### config.mk
export PLATFORM = sky130hd
export DESIGN_NAME = bsg_manycore_link_sif_credit_limiter
export DESIGN_NICKNAME = d
export VERILOG_FILES = /design/src/rtl/bsg_manycore_link_sif_credit_limiter.sv
export SDC_FILE = /design/constraint.sdc
export NUM_CORES = 1
export LEC_CHECK = 0
export ABC_AREA = 1
export BUFFER_PORTS_ARGS = -buffer_cell sky130_fd_sc_hd__clkbuf_2
export CORE_AREA = 3 3 193 195
export CTS_CLUSTER_SIZE = 20
export DETAILED_ROUTE_END_ITERATION = 12
export DIE_AREA = 0 0 196 198
export RECOVER_POWER = 100
export SLEW_MARGIN = 20
export SYNTH_ARGS = -nofsm -noshare
export SYNTH_HDL_FRONTEND = slang
export SYNTH_SLANG_ARGS = --single-unit
### constraint.sdc
create_clock -name clk_i -period 3.05 [get_ports clk_i]
set_input_delay 0.1525 -clock clk_i [delete_from_list [all_inputs] [get_ports clk_i]]
set_output_delay 0.1525 -clock clk_i [all_outputs]
set_load 0.03 [all_outputs]
### src/rtl/bsg_manycore_link_sif_credit_limiter.sv
// Caps outstanding forward requests from an endpoint at max_out_credits_p. Returns
// toward the endpoint are buffered in a two-entry FIFO, and a credit comes back only when the endpoint takes the return.
module bsg_manycore_link_sif_credit_limiter #(
    parameter int addr_width_p      = 32,
    parameter int data_width_p      = 32,
    parameter int x_cord_width_p    = 4,
    parameter int y_cord_width_p    = 4,
    parameter int max_out_credits_p = 16,
    localparam int credit_width_lp        = $clog2(max_out_credits_p + 1),
    localparam int fwd_packet_width_lp    = addr_width_p + data_width_p
                                            + 2 * x_cord_width_p + 2 * y_cord_width_p,
    localparam int return_packet_width_lp = data_width_p + x_cord_width_p + y_cord_width_p,
    localparam int bsg_manycore_link_sif_width_lp = fwd_packet_width_lp + return_packet_width_lp + 4
) (
    input  logic                                      clk_i,
    input  logic                                      reset_i,
    input  logic [bsg_manycore_link_sif_width_lp-1:0] P_link_sif_i,
    output logic [bsg_manycore_link_sif_width_lp-1:0] P_link_sif_o,
    input  logic [bsg_manycore_link_sif_width_lp-1:0] N_link_sif_i,
    output logic [bsg_manycore_link_sif_width_lp-1:0] N_link_sif_o,
    output logic [credit_width_lp-1:0]                out_credits_o,
    output logic                                      idle_o,
    output logic                                      overflow_o
);

    localparam int fw_lp = fwd_packet_width_lp;
    localparam int rw_lp = return_packet_width_lp;
    localparam logic [credit_width_lp-1:0] max_credits_lp = credit_width_lp'(max_out_credits_p);

    // Link layout, MSB first: {fwd.v, fwd.data, fwd.ready_and_rev, rev.v, rev.data, rev.ready_and_rev}
    logic             p_fwd_v_li, p_fwd_ready_li, p_rev_v_li, p_rev_ready_li;
    logic [fw_lp-1:0] p_fwd_data_li;
    logic [rw_lp-1:0] p_rev_data_li;
    logic             n_fwd_v_li, n_fwd_ready_li, n_rev_v_li, n_rev_ready_li;
    logic [fw_lp-1:0] n_fwd_data_li;
    logic [rw_lp-1:0] n_rev_data_li;

    assign {p_fwd_v_li, p_fwd_data_li, p_fwd_ready_li,
            p_rev_v_li, p_rev_data_li, p_rev_ready_li} = P_link_sif_i;
    assign {n_fwd_v_li, n_fwd_data_li, n_fwd_ready_li,
            n_rev_v_li, n_rev_data_li, n_rev_ready_li} = N_link_sif_i;

    logic [credit_width_lp-1:0] credits_q, credits_d;
    logic                       overflow_q, overflow_d;
    logic [rw_lp-1:0]           mem_q [2];
    logic [rw_lp-1:0]           mem_d [2];
    logic                       wr_ptr_q, wr_ptr_d, rd_ptr_q, rd_ptr_d;
    logic [1:0]                 count_q, count_d;

    logic has_credit, n_fwd_v_lo, p_fwd_ready_lo;
    logic fifo_full, fifo_v, enq, deq, send, ret, ret_at_max;

    // NOTE: the counter resets to max, so the grant is also masked by reset_i to keep
    // both sides quiet while reset is held.
    assign has_credit     = (credits_q != '0);
    assign n_fwd_v_lo     = p_fwd_v_li & has_credit & reset_i;
    assign p_fwd_ready_lo = n_fwd_ready_li & has_credit & reset_i;
    assign send           = p_fwd_v_li & p_fwd_ready_lo;

    assign fifo_full  = (count_q == 2'd2);
    assign fifo_v     = (count_q != 2'd0);
    assign enq        = n_rev_v_li & ~fifo_full;
    assign deq        = fifo_v & p_rev_ready_li;
    assign ret        = deq;
    assign ret_at_max = ret & (credits_q == max_credits_lp);

    always_comb begin
        mem_d    = mem_q;
        wr_ptr_d = wr_ptr_q;
        rd_ptr_d = rd_ptr_q;
        count_d  = count_q;
        if (enq) begin
            mem_d[wr_ptr_q] = n_rev_data_li;
            wr_ptr_d        = ~wr_ptr_q;
        end
        if (deq) begin
            rd_ptr_d = ~rd_ptr_q;
        end
        unique case ({enq, deq})
            2'b10:   count_d = count_q + 2'd1;
            2'b01:   count_d = count_q - 2'd1;
            default: count_d = count_q;
        endcase
    end

    always_comb begin
        credits_d  = credits_q;
        overflow_d = overflow_q;
        unique case ({send, ret})
            2'b10: credits_d = credits_q - credit_width_lp'(1);
            2'b01: begin
                if (credits_q == max_credits_lp) overflow_d = 1'b1;
                else                             credits_d  = credits_q + credit_width_lp'(1);
            end
            default: credits_d = credits_q;
        endcase
    end

    always_ff @(posedge clk_i or negedge reset_i) begin
        if (!reset_i) begin
            credits_q  <= max_credits_lp;
            overflow_q <= 1'b0;
            wr_ptr_q   <= 1'b0;
            rd_ptr_q   <= 1'b0;
            count_q    <= 2'd0;
        end else begin
            credits_q  <= credits_d;
            overflow_q <= overflow_d;
            wr_ptr_q   <= wr_ptr_d;
            rd_ptr_q   <= rd_ptr_d;
            count_q    <= count_d;
        end
    end

    // NOTE: FIFO storage has no reset; count_q alone decides whether an entry is valid.
    always_ff @(posedge clk_i) begin
        mem_q <= mem_d;
    end

    assign P_link_sif_o  = {n_fwd_v_li, n_fwd_data_li, p_fwd_ready_lo,
                            fifo_v, mem_q[rd_ptr_q], n_rev_ready_li};
    assign N_link_sif_o  = {n_fwd_v_lo, p_fwd_data_li, p_fwd_ready_li,
                            p_rev_v_li, p_rev_data_li, ~fifo_full};
    assign out_credits_o = credits_q;
    assign overflow_o    = overflow_q;
    assign idle_o        = (credits_q == max_credits_lp) & ~fifo_v;

    // A held request must stay offered until it is taken.
    a_fwd_v_held: assert property (@(posedge clk_i) disable iff (!reset_i)
        ($past(n_fwd_v_lo & ~n_fwd_ready_li) && p_fwd_v_li && $stable(p_fwd_data_li))
        |-> n_fwd_v_lo);

    // Overflow may only be raised by a return delivered with the counter already at max.
    a_overflow_cause: assert property (@(posedge clk_i) disable iff (!reset_i)
        $rose(overflow_q) |-> $past(ret_at_max));

endmodule

==> metrics.txt, run 1 <==
syn avg cell area=10.31 um2; H-tree Lvls=3; Leak Pwr=1.888 nW; clock transition at the registers of the reported paths=70 ps; design area=5116 um2; RR Endpoint=mem_q[7]; Hold Crit Class=in2reg; relative slew slack=23.84%; initial drt markers=98; global-route wire length before repair=34100 um; drt first pass iters=4; port buffer count=96; Slew Limit Fails=0; Max FO, Critical Path=37; via count=2855; Max-Cap Viols=0; TritonCTS Sinks=90; RSZ-0062 raised after global routing=no; Critical-path top delay cell=clkbuf_2; reg-to-reg slack, setup=680 ps; drt wl/cell=32.22 um; GP Congestion=0.8268; Synth Net Count=749; Final Hold Viols=0; Final nets=679; dpl cell area=4621 um2; Power Total=5.026 mW; Resize count post-CTS=0; CP Cell Sequence=inv_1 > nand2_1 > nand2_1 > nor2_1 > clkbuf_2; Die Span Y=198 um; CP max stage delay=880 ps; CTS root buf=clkbuf_16; Routed WL=28680 um; Peak VDD IR=0.3765 mV; clock buffer depth=2; Fill cells=4030; routed vias/inst=3.208; GRT Overall Usage=13.85%; Setup-failing EPs final=0; CP endpoint kind=flop; Worst EP arrival=2330 ps; vias in the first global route=2873; # IOs=505; number of buffers added for setup after CTS=0; Fin Setup TNS=0 ps; WP data required=3010 ps; number of diodes=0; CP Launch Type=flop; DP Wirelength=25260 um; Worst Skew=11.70 ps; fmax=422.6 MHz; post-synthesis cell count=494; pin count of the biggest net entering global routing=41; Reg-to-Reg Start=count_q[0]; chip width=196 um; Seq cells post-synth=90; Final ANT Viol Nets=0; GR Overflow Total=0; critical path class=reg2reg; share of cells above drive strength 1=8.858%; fin crit share=77.59%; Initial Util=14.32%; min cycle time layout=2366 ps; synthesis-to-layout area growth=0.4422%; Syn Std Cell Area=5094 um2; Die ar.=38810 um2; worst setup path start=count_q[0]; Hold Startpoint=N_link_sif_i[26]; status=finished clean; drc violations=0; CTS tree=yes; Power Dens Cells=982.4 nW/um2; reg2reg path depth=5; Worst-Margin Slew=1141 ps; std cell rows=69; register area share after synthesis=52.10%; Worst Setup EP=mem_q[7]; Synth cell types=24; Num CTS Buffers=9; core box area=35570 um2; yosys synthesis warning count=0; Worst-Skew Late Latency=350 ps; initial antenna violation count=0; most used cell, CP=nand2_1
## layout make-up
cell class	count	area, um2	share of cell area (%)
Inverter	13	48.80	0.9538
Multi-Input combinational cell	175	788.3	15.41
Sequential cell	90	2654	51.87
Tap cell	461	576.8	11.27
Timing Repair Buffer	135	760.7	14.87
Clock inverter	7	62.56	1.223
Clock buffer	9	225.2	4.402
## placed cells by master, fill, tap and decap left out
master	n
inv_2	1
buf_12	1
nand2_4	1
buf_4	1
nand4_1	2
clkbuf_2	12
nor2_1	7
nand2_2	2
ha_1	4
inv_6	4
inv_1	11
o21bai_1	1
dfstp_2	1
clkinv_1	1
clkbuf_16	9
edfxtp_1	80
dlygate4sd3_1	35
xor2_1	4
fa_1	1
inv_8	2
dfrtp_1	9
a21oi_1	5
nand3_1	8
xnor2_1	2
clkbuf_1	86
nor2_2	2
nand3_2	1
clkinv_2	1
nand2_1	134
o21ai_0	1
## worst max-delay path: cells and delay by family (launching register included)
kind	cells	cell delay, ps
flip-flops	1	390
buffers and inverters	2	960
AND/OR/NAND/NOR	3	580
## worst min path at each step
stage                        to  slack, ps  depth (start not counted)
3_5_place_dp           wr_ptr_q         70                          1
5_1_grt                mem_q[3]         40                          1
4_1_cts               mem_q[24]          1                          1
3_3_place_gp   out_credits_o[2]         70                          1
6_report              mem_q[25]         60                          1
2_1_floorplan        count_q[0]       -140                          0
## metrics by stage
stage                     hold slack (ps)  util, %  cells  setup WS (ps)
after floorplan                    -143.1        -    494          50.40
after CTS                           1.101    14.78    890          809.4
after global routing                42.35    14.38    890          468.4
after detailed placement            66.96    12.99    839          843.8
after global placement              69.53    12.99    839          890.6
final                               58.23    14.38    890          683.5
## Yosys cell counts
master / instances / share of area [%]
dfstp_2: 1 / 0.52
xnor2_1: 2 / 0.34
edfxtp_1: 80 / 47
dfrtp_1: 9 / 4.4
nand3_1: 6 / 0.59
inv_2: 2 / 0.15
nand2_4: 1 / 0.22
ha_1: 4 / 0.98
nor2_2: 1 / 0.12
nand3_4: 1 / 0.34
nand4_1: 2 / 0.25
clkbuf_1: 9 / 0.66
clkinv_1: 1 / 0.074
a21oi_1: 5 / 0.49
nand2_2: 2 / 0.25
o21bai_1: 1 / 0.15
inv_1: 10 / 0.74
fa_1: 1 / 0.39
o21ai_0: 1 / 0.098
nor2_1: 8 / 0.59
nand3_2: 2 / 0.39
nand2_1: 134 / 9.9
xor2_1: 4 / 0.69
buf_4: 207 / 31
## power by group
part | internal, mW | switching, mW
Clock | 0.575 | 0.531
Sequential | 1.71 | 0.119
Combinational | 0.482 | 1.61
Total | 2.76 | 2.26
## flip-flops by register name (all words and copies together) (netlist names)
register / count
mem_q: 80
rd_ptr_q: 1
count_q: 2
out_credits_o: 5
overflow_o: 1
wr_ptr_q: 1
## layer usage
layer | up-vias | part of all wire [%] | track usage, %
li1 | 1224 | - | -
met1 | 1239 | 16 | 6.217
met2 | 380 | 48 | 23.16
met3 | 10 | 34 | 22.85
met4 | 2 | 1.2 | 2.720
met5 | - | 0.25 | 1.481
## repair_timing
item / in CTS / in global routing
endpoints found under the setup margin: 0 / 0
hold buffers: 35 / 0
hold endpoints to repair: 77 / 0
## cell families after synthesis
family / after synthesis / synth area share, %
and+or+nand+nor: 157 / 12.63
xor gates and xnor gates: 6 / 1.032
AOI/OAI and AO/OA: 7 / 0.7368
adders and majority gates: 5 / 1.376
buffers and inverters: 229 / 32.13
DFF: 90 / 52.10
No activity file was read; power rests on OpenSTA's default activity.
==> run 2: changes to the inputs <==
==> constraint.sdc (replaced) <==
create_clock -name clk_i -period 2.4 [get_ports clk_i]
set_input_delay 0.12 -clock clk_i [delete_from_list [all_inputs] [get_ports clk_i]]
set_output_delay 0.12 -clock clk_i [all_outputs]
set_load 0.03 [all_outputs]
==> run 2 against run 1 <==
Sequential share of layout area fell by 0.89 points. Register-to-register slack got worse by 440 ps. Via count rose by 1.1%. Non-clock buffer count rose by 6. Die area did not move. Largest power group unchanged.
==> metrics.txt, run 2 (synthesized netlist as in run 1, its figures left out) <==
Max-Cap Viols=0; family with the most delay on the worst path=simple AND/OR/NAND/NOR gates; register bank with the most flops=mem_q; Num CTS Buffers=9; Worst Skew=8.517 ps; Buf/Inv on CP=1; Worst-Skew Late Latency=340 ps; initial antenna violation count=1; Largest register FFs=80; Die Span Y=198 um; number of buffers added for setup after CTS=0; clock transition at the registers of the reported paths=70 ps; initial drt markers=110; chip width=196 um; RSZ-0062 raised after global routing=no; CP endpoint kind=flop; Final ANT Viol Nets=0; Setup-failing EPs final=0; relative slew slack=23.32%; drt wl/cell=30.51 um; synthesis-to-layout area growth=2.186%; clock buffer depth=2; Die ar.=38810 um2; min cycle time layout=2157 ps; Final Hold Viols=0; vias in the first global route=2972; Peak VDD IR=0.5722 mV; Max FO, Critical Path=6; Routed WL=27360 um; CTS root buf=clkbuf_16; Fin Setup TNS=0 ps; global-route wire length before repair=33400 um; CTS tree=yes; Power Total=6.357 mW; # IOs=505; Critical-path top delay cell=dfrtp_1; Worst EP arrival=2440 ps; routed vias/inst=3.216; GRT Overall Usage=13.30%; CP Cell Sequence=nor2_1 > nand3_2 > nand3_2 > nand2_2 > fa_1 > nand2_1 > a21oi_1 > nor2_1 > inv_1 > nand2_1 > nand3_1 > nand2_1 > nand2_1; most used cell, CP=nand2_1; fin crit share=89.89%; Worst-Margin Slew=1150 ps; std cell rows=69; Leak Pwr=1.945 nW; GR Overflow Total=0; pin count of the biggest net entering global routing=41; critical path class=reg2reg; Hold Crit Class=in2reg; H-tree Lvls=3; CP Launch Type=flop; TritonCTS Sinks=90; core box area=35570 um2; Power Dens Cells=1221 nW/um2; Initial Util=14.32%; status=finished clean; WP data required=2680 ps; Final nets=685; most common cell after layout, fill and taps aside=nand2_1; CP max stage delay=440 ps; fmax=463.5 MHz; GP Congestion=0.8381; via count=2885; port buffer count=96; Slew Limit Fails=0; drc violations=0; most frequent cells in the layout=nand2_1, edfxtp_1, clkbuf_1; share of cells above drive strength 1=12.41%; DP Wirelength=23970 um; drt first pass iters=4
## run 2: path summary, 6_finish.rpt
check / depth (start not counted) / slack, ps / endpoint / start
setup / recovery: 13 / 240 / out_credits_o[4] / out_credits_o[1]
min in group asynchronous: 2 / 190 / out_credits_o[3] / reset_i
max in group asynchronous: 2 / 1930 / out_credits_o[4] / reset_i
hold reg to reg: 2 / 490 / out_credits_o[4] / out_credits_o[4]
hold / removal: 3 / 70 / wr_ptr_q / N_link_sif_i[41]
setup reg to reg: 13 / 240 / out_credits_o[4] / out_credits_o[1]
## run 2: area by class of cell
class,instances,area [um2]
tap,461,576.8
antenna,1,2.502
inverter,13,48.80
sequential,90,2654
clock buffer,9,225.2
timing repair buffer,141,825.8
multi-input combinational,175,813.3
clock inverter,7,58.81
fill,4041,30360
## run 2: layer usage
layer  vias up  GRT usage, %  wire (um)
li1       1246             -          -
met1      1243         6.352       4550
met2       371         20.42      12250
met3        21         23.09       9928
met4         4         3.406        525
met5         -         2.222        105
## run 2: per-stage QoR
| step | hold slack, ps | utilization [%] | worst slack [ps] | instance area [um2] | std cells |
|---|---|---|---|---|---|
| detailed placement | 21.10 | 13.03 | 192.3 | 4633 | 839 |
| finish | 69.26 | 14.63 | 242.7 | 5205 | 897 |
| global route | 61.13 | 14.63 | 7.363 | 5205 | 897 |
| global placement | 12.98 | 13.03 | 241.6 | 4633 | 839 |
| floorplan | -175.6 | - | 49.16 | 5099 | 494 |
| CTS | 45.62 | 14.98 | 180.3 | 5328 | 896 |
## run 2: repair_timing
action                                  CTS  global route
endpoints found under the hold margin    90             0
hold buffers                             41             0
endpoints found under the setup margin    0             1
gates resized for setup                   0             1
## run 2: tightest hold or removal path, delay by kind of cell
kind,cells,cell delay (ps)
compound gates,1,70
buf+inv,1,100
simple gates,1,80
## run 2: power by group
part           switching (mW)  total [mW]  leakage (nW)  internal (mW)
Sequential              0.152        2.32         0.858           2.17
Clock                   0.651        1.37         0.134          0.721
Combinational            2.04        2.66         0.953          0.623
==> run 3: changes to the inputs <==
==> constraint.sdc (replaced) <==
create_clock -name clk_i -period 2.45 [get_ports clk_i]
set_input_delay 0.1225 -clock clk_i [delete_from_list [all_inputs] [get_ports clk_i]]
set_output_delay 0.1225 -clock clk_i [all_outputs]
set_load 0.03 [all_outputs]
==> run 3 against run 2 <==
Power grew 1.2%. Via count grew 0.76%. First-iteration DRC count grew 20%. Global-route usage decreased by 0.054 points. Combinational power is essentially flat. Die area unchanged. Hold slack gained 18 ps. Clock power is 12% higher. Highest routed layer unchanged.
==> metrics.txt, run 3 (synthesized netlist as in run 1, its figures left out) <==
status=finished clean; reg-to-reg slack, setup=230 ps; routed vias/inst=3.244; area of the multi-input gates=803.3 um2; synthesis-to-layout area growth=2.776%; post-layout util=14.72%; share of cells above drive strength 1=12.18%; Routed WL=27400 um; GP Congestion=0.8380; power share of the clock group=23.8%; CP Launch Type=flop; drc violations=0; CTS root buf=clkbuf_16; drt wl/cell=30.58 um; Comb power frac=40.8%; Power Dens Cells=1228 nW/um2; design area=5235 um2; Initial Util=14.32%; Worst Setup EP=out_credits_o[4]; core box area=35570 um2; CP Cell Sequence=nor2_1 > nand3_2 > nand3_2 > nand2_1 > fa_1 > nand2_1 > a21oi_1 > nor2_1 > inv_1 > nand2_1 > nand3_1 > nand2_1 > nand2_1; most common cell after layout, fill and taps aside=nand2_1; CP max stage delay=450 ps; DP Wirelength=23970 um; # IOs=505; Fin Setup TNS=0 ps; CTS tree=yes; number of buffers added for setup after CTS=0; fmax=449.7 MHz; Fill cells=4047; relative slew slack=21.10%; Hold Crit Class=in2reg; GR Overflow Total=0; Final nets=685; Critical-path top delay cell=fa_1; global-route wire length before repair=33180 um; sw frac=43.37%; register bank with the most flops=mem_q; Worst-Skew Late Latency=340 ps; RSZ-0062 raised after global routing=no; number of diodes=0; initial drt markers=132; initial antenna violation count=0; clock transition at the registers of the reported paths=70 ps; Max FO, Critical Path=6; H-tree Lvls=3; std cell rows=69; most frequent cells in the layout=nand2_1, edfxtp_1, clkbuf_1; Flop pwr share=35.3%; post-route setup slack=226.4 ps; vias in the first global route=2926; port buffer count=96; Largest register FFs=80; Peak VDD IR=0.7001 mV; Final Hold Viols=0; RR Endpoint=out_credits_o[4]; clock buffer depth=2; Die ar.=38810 um2; WP data required=2720 ps; Pint=3.642 mW; CP endpoint kind=flop; Worst Skew=4.611 ps; FF+latch area=2654 um2; most used cell, CP=nand2_1; critical path class=reg2reg; Worst EP arrival=2500 ps; fin crit share=90.76%; TritonCTS Sinks=90; Max-Cap Viols=0; Worst-Margin Slew=1183 ps; Final ANT Viol Nets=0; Slew Limit Fails=0; Reg-to-Reg Start=out_credits_o[1]; chip width=196 um; reg2reg path depth=13; min cycle time layout=2224 ps; Setup-failing EPs final=0; Num CTS Buffers=9; pin count of the biggest net entering global routing=41; Leak Pwr=1.969 nW; Place WS=252.9 ps; Die Span Y=198 um; Psw=2.789 mW; drt first pass iters=4; dpl cell area=4633 um2; via count=2907; worst setup path start=out_credits_o[1]; GRT Overall Usage=13.24%
run 3: cell count changes in the layout (fill, tap and decap cells not counted), sizes merged:
cell / change
clkinv: -1
clkbuf: +2
inv: -1
clkinvlp: -1
bufinv: +2
buf: -1
diode: -1
run 3: final cells by class:
cell class                 count  share of cell area (%)
multi-input combinational    175                   15.34
clock buffer                  10                   4.374
tap                          461                   11.02
timing repair buffer         141                   15.80
sequential                    90                   50.69
inverter                      13                  0.9321
clock inverter                 6                   1.840
run 3: how the worst min path moves through the flow:
stage / from / to / slack [ps] / depth (start not counted)
after detailed placement: reset_i / out_credits_o[0] / 20 / 1
after global routing: P_link_sif_i[0] / rd_ptr_q / 100 / 3
after global placement: reset_i / out_credits_o[0] / 10 / 1
after floorplan: reset_i / count_q[0] / -170 / 0
final: P_link_sif_i[0] / rd_ptr_q / 90 / 3
after CTS: N_link_sif_i[41] / wr_ptr_q / 60 / 3
run 3: power groups by stage:
stage | Clock (mW) | Combinational [mW] | Sequential (mW)
floorplan | 0 | 2.40 | 2.37
global placement | 0 | 2.75 | 2.28
detailed placement | 0 | 2.77 | 2.30
CTS | 1.58 | 2.83 | 2.27
global route | 1.63 | 2.88 | 2.32
finish | 1.53 | 2.63 | 2.27
run 3: worst max-delay path, delay by kind of cell (launching register included):
kind,cells,cell delay [ps]
buffers and inverters,1,60
adders and majority gates,1,450
DFF,1,440
and+or+nand+nor,10,1160
AOI/OAI and AO/OA,1,60
run 3: per-layer routing:
metal | track usage, % | part of all wire (%) | vias up
met5 | 2.840 | 0.59 | -
met4 | 2.667 | 1.4 | 4
met3 | 23.19 | 37 | 20
met2 | 20.44 | 45 | 385
met1 | 6.357 | 16 | 1257
li1 | - | - | 1241
run 3: repair_timing:
item / in CTS / in global routing
gates resized for setup: 0 / 0
hold buffers: 41 / 0
hold endpoints to repair: 90 / 0
run 3: through the flow:
stage               hold slack (ps)  power [mW]  std cells
floorplan                    -173.1       4.773        494
global placement              14.99       5.032        839
detailed placement            19.95       5.064        839
CTS                           62.42       6.676        896
global route                  102.8       6.830        896
finish                        87.25       6.431        896
